### src/rtl/predictor_upd_ctrl_pkg.sv
// Shared definitions for the branch-predictor update controller: FSM state
// encodings and default sizing parameters.
package predictor_upd_ctrl_pkg;

    typedef logic [1:0] state_t;

    localparam state_t ST_RUN      = 2'd0;
    localparam state_t ST_DRAIN    = 2'd1;
    localparam state_t ST_QUIESCED = 2'd2;

    localparam int DEF_CNT_WIDTH = 32;
    localparam int DEF_UPD_DEPTH = 4;

    function automatic logic is_mispredict(input logic taken, input logic pred);
        return taken ^ pred;
    endfunction

endpackage

### src/rtl/predictor_upd_fifo.sv
// Small synchronous FIFO holding resolved-branch updates ({idx, taken})
// until they can be written into the predictor array.
module predictor_upd_fifo #(
    parameter int WIDTH = 9,
    parameter int DEPTH = 4
) (
    input  logic             clk,
    input  logic             rst,
    input  logic             push,
    input  logic             pop,
    input  logic [WIDTH-1:0] wr_data,
    output logic             full,
    output logic             empty,
    output logic [WIDTH-1:0] head_data
);

    localparam int PTR_W = (DEPTH > 1) ? $clog2(DEPTH) : 1;

    logic [WIDTH-1:0] mem_q [DEPTH];
    logic [WIDTH-1:0] mem_d [DEPTH];
    logic [PTR_W-1:0] wptr_q, wptr_d;
    logic [PTR_W-1:0] rptr_q, rptr_d;
    logic [PTR_W:0]   count_q, count_d;
    logic             push_ok;
    logic             pop_ok;

    assign full      = (count_q == (PTR_W + 1)'(DEPTH));
    assign empty     = (count_q == '0);
    assign head_data = mem_q[rptr_q];

    // Guards make an illegal push/pop harmless instead of corrupting pointers.
    assign push_ok = push && !full;
    assign pop_ok  = pop && !empty;

    always_comb begin
        mem_d   = mem_q;
        wptr_d  = wptr_q;
        rptr_d  = rptr_q;
        count_d = count_q;
        if (push_ok) begin
            mem_d[wptr_q] = wr_data;
            wptr_d        = wptr_q + PTR_W'(1);
        end
        if (pop_ok) begin
            rptr_d = rptr_q + PTR_W'(1);
        end
        case ({push_ok, pop_ok})
            2'b10:   count_d = count_q + (PTR_W + 1)'(1);
            2'b01:   count_d = count_q - (PTR_W + 1)'(1);
            default: count_d = count_q;
        endcase
    end

    always_ff @(posedge clk) begin
        if (rst) begin
            wptr_q  <= '0;
            rptr_q  <= '0;
            count_q <= '0;
            for (int i = 0; i < DEPTH; i++) begin
                mem_q[i] <= '0;
            end
        end else begin
            wptr_q  <= wptr_d;
            rptr_q  <= rptr_d;
            count_q <= count_d;
            mem_q   <= mem_d;
        end
    end

endmodule

### src/rtl/predictor_upd_ctrl.sv
// Sequencing controller in front of the branch predictor: forwards lookups,
// queues EX resolutions into the write port, handles quiesce and statistics.
module predictor_upd_ctrl
    import predictor_upd_ctrl_pkg::*;
#(
    parameter int ENTRY_NUM  = 256,
    parameter int ADDR_WIDTH = $clog2(ENTRY_NUM),
    parameter int UPD_DEPTH  = DEF_UPD_DEPTH,
    parameter int CNT_WIDTH  = DEF_CNT_WIDTH
) (
    input  logic                  cpu_clk,
    input  logic                  cpu_rst,
    input  logic                  lkp_valid,
    input  logic [ADDR_WIDTH-1:0] lkp_idx,
    output logic                  lkp_rsp_valid,
    output logic                  lkp_pred_taken,
    output logic                  lkp_hist_valid,
    input  logic                  res_valid,
    output logic                  res_ready,
    input  logic [ADDR_WIDTH-1:0] res_idx,
    input  logic                  res_taken,
    input  logic                  res_pred,
    input  logic                  quiesce_req,
    output logic                  quiesce_ack,
    output logic [ADDR_WIDTH-1:0] predictor_raddr,
    output logic [ADDR_WIDTH-1:0] predictor_waddr,
    output logic                  predictor_wen,
    output logic                  branch_taken_ex,
    input  logic                  rec_10_entry_valid,
    input  logic                  predictor_rd_data,
    input  logic                  stat_clr,
    output logic [CNT_WIDTH-1:0]  stat_lkp_cnt,
    output logic [CNT_WIDTH-1:0]  stat_hit_cnt,
    output logic [CNT_WIDTH-1:0]  stat_mispred_cnt
);

    state_t                state_q, state_d;
    logic [ADDR_WIDTH-1:0] raddr_q, raddr_d;
    logic                  rsp_valid_q, rsp_valid_d;
    logic [CNT_WIDTH-1:0]  lkp_cnt_q, lkp_cnt_d;
    logic [CNT_WIDTH-1:0]  hit_cnt_q, hit_cnt_d;
    logic [CNT_WIDTH-1:0]  mispred_cnt_q, mispred_cnt_d;

    logic                  fifo_full;
    logic                  fifo_empty;
    logic                  fifo_push;
    logic [ADDR_WIDTH:0]   fifo_head;

    // Lookup path: the read address holds its last value when idle.
    assign predictor_raddr = lkp_valid ? lkp_idx : raddr_q;
    assign lkp_rsp_valid   = rsp_valid_q;
    assign lkp_hist_valid  = rsp_valid_q && rec_10_entry_valid;
    assign lkp_pred_taken  = rsp_valid_q && rec_10_entry_valid && predictor_rd_data;

    always_comb begin
        raddr_d     = predictor_raddr;
        rsp_valid_d = lkp_valid;
    end

    assign res_ready       = !fifo_full && (state_q == ST_RUN);
    assign fifo_push       = res_valid && res_ready;
    assign predictor_wen   = !fifo_empty;
    assign predictor_waddr = fifo_head[ADDR_WIDTH:1];
    assign branch_taken_ex = fifo_head[0];
    assign quiesce_ack     = (state_q == ST_QUIESCED);

    predictor_upd_fifo #(
        .WIDTH (ADDR_WIDTH + 1),
        .DEPTH (UPD_DEPTH)
    ) u_fifo (
        .clk       (cpu_clk),
        .rst       (cpu_rst),
        .push      (fifo_push),
        .pop       (predictor_wen),
        .wr_data   ({res_idx, res_taken}),
        .full      (fifo_full),
        .empty     (fifo_empty),
        .head_data (fifo_head)
    );

    // Abort of a drain takes precedence over completing it.
    always_comb begin
        state_d = state_q;
        case (state_q)
            ST_RUN: begin
                if (quiesce_req) state_d = ST_DRAIN;
            end
            ST_DRAIN: begin
                if (!quiesce_req)    state_d = ST_RUN;
                else if (fifo_empty) state_d = ST_QUIESCED;
            end
            ST_QUIESCED: begin
                if (!quiesce_req) state_d = ST_RUN;
            end
            default: state_d = ST_RUN;
        endcase
    end

    // Saturating counters; clear wins over a same-cycle increment.
    always_comb begin
        lkp_cnt_d     = lkp_cnt_q;
        hit_cnt_d     = hit_cnt_q;
        mispred_cnt_d = mispred_cnt_q;
        if (stat_clr) begin
            lkp_cnt_d     = '0;
            hit_cnt_d     = '0;
            mispred_cnt_d = '0;
        end else begin
            if (rsp_valid_q && (lkp_cnt_q != '1)) begin
                lkp_cnt_d = lkp_cnt_q + CNT_WIDTH'(1);
            end
            if (rsp_valid_q && rec_10_entry_valid && (hit_cnt_q != '1)) begin
                hit_cnt_d = hit_cnt_q + CNT_WIDTH'(1);
            end
            if (fifo_push && is_mispredict(res_taken, res_pred) && (mispred_cnt_q != '1)) begin
                mispred_cnt_d = mispred_cnt_q + CNT_WIDTH'(1);
            end
        end
    end

    assign stat_lkp_cnt     = lkp_cnt_q;
    assign stat_hit_cnt     = hit_cnt_q;
    assign stat_mispred_cnt = mispred_cnt_q;

    always_ff @(posedge cpu_clk) begin
        if (cpu_rst) begin
            state_q       <= ST_RUN;
            raddr_q       <= '0;
            rsp_valid_q   <= 1'b0;
            lkp_cnt_q     <= '0;
            hit_cnt_q     <= '0;
            mispred_cnt_q <= '0;
        end else begin
            state_q       <= state_d;
            raddr_q       <= raddr_d;
            rsp_valid_q   <= rsp_valid_d;
            lkp_cnt_q     <= lkp_cnt_d;
            hit_cnt_q     <= hit_cnt_d;
            mispred_cnt_q <= mispred_cnt_d;
        end
    end

endmodule

### config.mk
export PLATFORM = sky130hd
export DESIGN_NAME = predictor_upd_ctrl
export DESIGN_NICKNAME = d
export VERILOG_FILES = /design/src/rtl/predictor_upd_ctrl_pkg.sv /design/src/rtl/predictor_upd_fifo.sv /design/src/rtl/predictor_upd_ctrl.sv
export SDC_FILE = /design/constraint.sdc
export NUM_CORES = 1
export LEC_CHECK = 0
export CAP_MARGIN = 0
export CORE_MARGIN = 10
export CORE_UTILIZATION = 56
export CTS_CLUSTER_DIAMETER = 150
export DETAILED_ROUTE_END_ITERATION = 16
export HOLD_SLACK_MARGIN = 0.03
export PLACE_DENSITY = 0.83
export SLEW_MARGIN = 20
export SYNTH_ARGS = -nofsm -noshare
export SYNTH_HDL_FRONTEND = slang
export SYNTH_SLANG_ARGS = --single-unit
export TNS_END_PERCENT = 100
### constraint.sdc
create_clock -name cpu_clk -period 6 [get_ports cpu_clk]
set_input_delay 0.6 -clock cpu_clk [delete_from_list [all_inputs] [get_ports cpu_clk]]
set_output_delay 0.6 -clock cpu_clk [all_outputs]
set_load 0.01 [all_outputs]
==> results.toml, run 1 <==
[final_layout]
area_delta_synth_final_pct = 30.22
drive_above_1_share_pct = 7.464
num_antenna_cells = 0
design_area_sq_mm = 0.009318
final_nets = 999
final_util_pct = 74.14

[setup_path]
start_kind = "input port"
crit_path_cell_trace = "clkdlybuf4s50_1 > or3b_1 > nor3_4 > nand4_1 > or4_1 > a21oi_1"
cp_slowest_stage_delay_ps = 700
crit_type = "in2reg"
critical_path.max_fanout = 20
worst_path_max_delay_cell = "or4_1"
cp.required_ps = 6340
crit_arrival_ps = 3450
worstRegToRegCells = 5
end_kind = "flop"

[sta]
fin_skew_ps = 6.761
finalHoldWorstSlack_ps = 450.5
max_slew_margin_pct = 32.60
max_freq_mhz = 322.5
slew_violations = 0
rsz0062_at_grt = "no"
period_share_pct = 51.68
fin_setup_tns_ps = 0
min_period_ps = 3101
finalSetupViolCount = 0
worst_pin_slew_ps = 1010
hold_violations = 0

[grt]
grt_remaining_overflow = 0
grt_pass1_vias = 6333
grt_max_degree = 55
grt_usage_pct = 20.86
grt_first_pass_wirelength_microns = 31260
antenna_found_initial = 0

[hold_path]
hold_path_depth = 2
min_path_type = "reg2reg"

[yosys]
syn-cell-area_sq_mm = 0.007156
ys_types = 55
yosysSeqAreaShare_pct = 41.97
ys_seq_elements = 150
ys_warn_count = 0
ys.flop_type = "dfxtp_1"
async_flop_share_pct = 0
avgSynthCellArea_sq_um = 8.498
syn_nets = 876
syn_inst = 842
synth_edf_count = 0

[clock_network]
hold_buffers = 0
clock-sinks = 150
cts_buffer_depth = 2
clock_latency_ps = 420
h-tree-depth = 4
cts_tree = "done"
post_cts_resized = 0
cts_setup_buffers = 0
cts_buffers = 17
cts_root_buf = "clkbuf_16"
clk_pin_slew_ps = 60

[die]
num_rows = 41
core_area_sq_mm = 0.01257
die_h_microns = 133.0
die_area_sq_mm = 0.01770
die_w_microns = 133.0
io_pins = 145
initial_utilization_pct = 56.93

[placed_design]
dpl_cell_area_sq_mm = 0.008676
port_buffers = 144
place.gp.congestion = 0.8151
hpwl_microns = 12790

[routing]
num_vias = 6809
route.detailed.drc = 0
drt_iter0_markers = 614
routed_wl_microns = 18800
wl_per_cell_microns = 16.35
first_pass_iters = 5
viasPerCell = 5.921
ant_nets = 0

[power_and_ir_drop]
powerDensity_mw_per_mm2 = 281.5
ir_drop_v = 0.0002256
cellLeakagePower_nw = 2.873

[flow_run]
maxCapViolCount = 0

[status]
status = "finished clean"
[final timing paths]
check                           slack (ps)                    to             from
worst max-delay path                  2900  stat_mispred_cnt[21]        res_valid
worst min-delay path                   450       u_fifo.mem_q[6]  u_fifo.mem_q[6]
worst max register to register        3150  stat_mispred_cnt[21]       state_q[1]
worst min register to register         450       u_fifo.mem_q[6]  u_fifo.mem_q[6]
[critical path: cells and delay by family]
kind / cells / cell delay (ps)
buffers and inverters: 1 / 440
AO/OA/AOI/OAI: 1 / 150
AND/OR/NAND/NOR: 4 / 2240
[synthesized netlist by cell type (20+ instances only)]
library cell	n	area, sq um
a21oi_1	75	375.4
dfxtp_1	150	3003
nand4_1	29	181.4
nor2_1	64	240.2
nand2_1	92	345.3
nand3_1	66	330.3
o21ai_0	29	145.1
xnor2_1	34	297.8
clkbuf_1	36	135.1
nor4_1	20	125.1
or4_1	22	165.2
inv_1	23	86.33
or3_1	32	200.2
[placed cells by master, fill, tap and decap left out, types with 5 or more instances in the layout]
cell and count:
o21ai_0 29, nor4_1 19, nor3_1 9, a21oi_1 75, and3_1 6, or3_1 32
nand4_1 29, nand2_1 92, ha_1 7, buf_4 8, and4_1 7, o31ai_1 13
o211ai_1 5, nand3_1 66, xnor2_1 34, a2111oi_0 7, nor2_1 62, clkbuf_16 17
xor2_1 10, mux4_2 9, mux2i_1 9, inv_1 23, and2_1 12, clkdlybuf4s50_1 143
dfxtp_1 150, a211oi_1 13, or4_1 22, mux2_2 8
[routing by layer]
| layer | part of all wire (%) | track usage (%) |
|---|---|---|
| met1 | 43 | 25.61 |
| met2 | 48 | 33.20 |
| met3 | 8.4 | 7.494 |
| met4 | 1.3 | 6.907 |
| met5 | 0 | 0 |
[flip-flops by register name (all words and copies together) (netlist names)]
register,cells
u_fifo.wptr_q,2
state_q,2
lkp_rsp_valid,1
stat_hit_cnt,32
stat_mispred_cnt,32
raddr_q,8
u_fifo.rptr_q,2
u_fifo.mem_q,36
stat_lkp_cnt,32
u_fifo.count_q,3
[metrics by stage]
step                setup slack (ps)  std cells  power [W]
floorplan                       3648        842   0.001361
global placement                2558       1118   0.001496
detailed placement              2514       1118   0.001502
CTS                             2942       1150   0.002631
global route                    2760       1150   0.002736
finish                          2899       1150   0.002623
[kinds of logic (layout without fill, tap and decap cells)]
logic type | count (synthesis) | after routing | share of synthesized area [%]
DFF | 150 | 150 | 41.97
adders and majority gates | 8 | 8 | 1.504
xor gates and xnor gates | 44 | 44 | 5.386
AOI/OAI and AO/OA | 163 | 163 | 13.81
and+or+nand+nor | 379 | 379 | 27.89
buffers and inverters | 72 | 208 | 4.091
muxes | 26 | 26 | 5.351
[layout make-up]
cell class / count / area [sq um]
repair buffers: 152 / 1496
multi-input cells: 620 / 3881
clock buffers: 21 / 460.4
flip-flops and latches: 150 / 3003
well taps: 172 / 215.2
inverters: 24 / 90.09
fillers: 929 / 3251
clock inverters: 11 / 171.4
[power by group]
| part | internal [W] | leakage (nW) | switching, W |
|---|---|---|---|
| clock | 0.000719 | 0.304 | 0.000414 |
| sequential | 0.00104 | 1.21 | 0.0000565 |
| combinational | 0.000180 | 1.36 | 0.000214 |
| total | 0.00194 | 2.87 | 0.000685 |
(Power assumes the default switching activity.)
==> inputs of run 2 (changes only) <==
- CORE_UTILIZATION: 56 -> 47
- PLACE_DENSITY: 0.83 -> 0.74
- clock period: 6 -> 2.85 ns (I/O delays scaled with it)
==> results.toml, run 2 (synthesis results as in run 1) <==
[routing]
wl_per_cell_microns = 16.58
routed_wl_microns = 19540
route.detailed.drc = 0
ant_nets = 0
drt_iter0_markers = 469
first_pass_iters = 4
viasPerCell = 5.750
num_vias = 6774

[status]
status = "finished clean"

[clock_network]
cts_root_buf = "clkbuf_16"
clock-sinks = 150
cts_buffers = 17
cts_setup_buffers = 0
hold_buffers = 0
cts_tree = "done"
cts_buffer_depth = 2
clock_latency_ps = 420
post_cts_resized = 0
clk_pin_slew_ps = 60
h-tree-depth = 4

[flow_run]
maxCapViolCount = 0

[final_layout]
final_nets = 1013
drive_above_1_share_pct = 8.687
fillCellCount = 1250
regMostFlops = "u_fifo.mem_q"
layout_commonest_cell = "dfxtp_1"
design_area_sq_mm = 0.009457
largest_register_ffs = 36
num_antenna_cells = 0
final_cell_mix = "150 x dfxtp_1, 143 x clkdlybuf4s50_1, 92 x nand2_1"
area_delta_synth_final_pct = 32.16

[die]
die_area_sq_mm = 0.02056
num_rows = 45
core_area_sq_mm = 0.01503
initial_utilization_pct = 47.60
die_w_microns = 143.4
io_pins = 145
die_h_microns = 143.4

[grt]
grt_first_pass_wirelength_microns = 32110
grt_pass1_vias = 6378
antenna_found_initial = 0
grt_max_degree = 29
grt_remaining_overflow = 0
grt_usage_pct = 19.00

[power_and_ir_drop]
ir_drop_v = 0.0004019
cellLeakagePower_nw = 2.946
powerDensity_mw_per_mm2 = 600.4
p_total_w = 0.005678

[sta]
hold_violations = 0
max_slew_margin_pct = 50.19
period_share_pct = 87.76
worst_pin_slew_ps = 741.4
timing.final.ws_setup_ps = 348.7
finalSetupViolCount = 0
min_period_ps = 2501
fin_setup_tns_ps = 0
slew_violations = 0
max_freq_mhz = 399.8
fin_skew_ps = 6.403
rsz0062_at_grt = "no"

[placed_design]
dp_slack_ps = 310.6
port_buffers = 144
dpl_cell_area_sq_mm = 0.008801
hpwl_microns = 13650
place.gp.congestion = 0.8686

[hold_path]
min_from = "cpu_rst"
min_path_type = "in2reg"
hold_path_depth = 2
min_to = "u_fifo.wptr_q[0]"

[setup_path]
cp_slowest_stage_delay_ps = 530
crit_path_cell_trace = "buf_4 > mux4_2 > clkdlybuf4s50_1"
critical_path.max_fanout = 7
r2r_start = "stat_lkp_cnt[0]"
crit_type = "reg2out"
cp_top_family = "buffers and inverters"
worstReg2RegEnd = "stat_lkp_cnt[30]"
start_kind = "flop"
cp.required_ps = 2570
end_kind = "output port"
worst_path_max_delay_cell = "mux4_2"
worst-path-buf-inv = 2
crit_arrival_ps = 2220
timing.reg2reg.setup_slack_ps = 450
worstRegToRegCells = 6
run 2: changes by cell type in the layout (fill, tap and decap cells not counted), moves of 2 or more:
cell	before	now
bufinv_16	4	6
clkbuf_1	2	0
buf_4	8	22
clkbuf_8	2	0
run 2: how the worst max path moves through the flow:
stage,cells after the start,to,startpoint,slack (ps)
after floorplan,7,stat_lkp_cnt[26],stat_lkp_cnt[0],550
after global placement,8,stat_mispred_cnt[7],res_valid,330
after detailed placement,8,stat_mispred_cnt[9],res_valid,310
after CTS,3,predictor_waddr[0],u_fifo.rptr_q[0],310
after global routing,3,predictor_waddr[3],u_fifo.rptr_q[0],240
final,3,predictor_waddr[0],u_fifo.rptr_q[0],350
run 2: final cells by class:
| cell class | instances | area, sq um | share of cell area (%) |
|---|---|---|---|
| Clock buffer | 17 | 425.4 | 4.499 |
| Multi-Input combinational cell | 620 | 3871 | 40.94 |
| Inverter | 24 | 90.09 | 0.9526 |
| Tap cell | 188 | 235.2 | 2.487 |
| Timing Repair Buffer | 166 | 1602 | 16.94 |
| Sequential cell | 150 | 3003 | 31.75 |
| Clock inverter | 13 | 230.2 | 2.435 |
run 2: per-layer routing:
metal	part of all wire (%)	vias up	track usage, %	wire length (microns)
li1	-	3368	-	-
met1	44	3200	23.34	8645
met2	48	186	31.65	9359
met3	6.4	20	4.752	1256
met4	1.4	0	6.556	274
met5	0	-	0	0
run 2: power breakdown:
part	switching (W)	internal, W
registers	0.0000958	0.00219
logic	0.000476	0.000408
clock network	0.000879	0.00163
total	0.00145	0.00423
run 2: metrics by stage:
stage / hold WS (ps) / instances / utilization [%]
floorplan: 432.5 / 842 / -
CTS: 305.8 / 1178 / 62.90
finish: 322.6 / 1178 / 62.90
global placement: 440.6 / 1148 / 58.54
global route: 360.0 / 1178 / 62.90
detailed placement: 445.5 / 1148 / 58.54
==> inputs of run 3 (changes only) <==
- SLEW_MARGIN: 20 -> unset
==> results of run 3 <==
Final layout, timing and power as in run 2 (identical DEF).
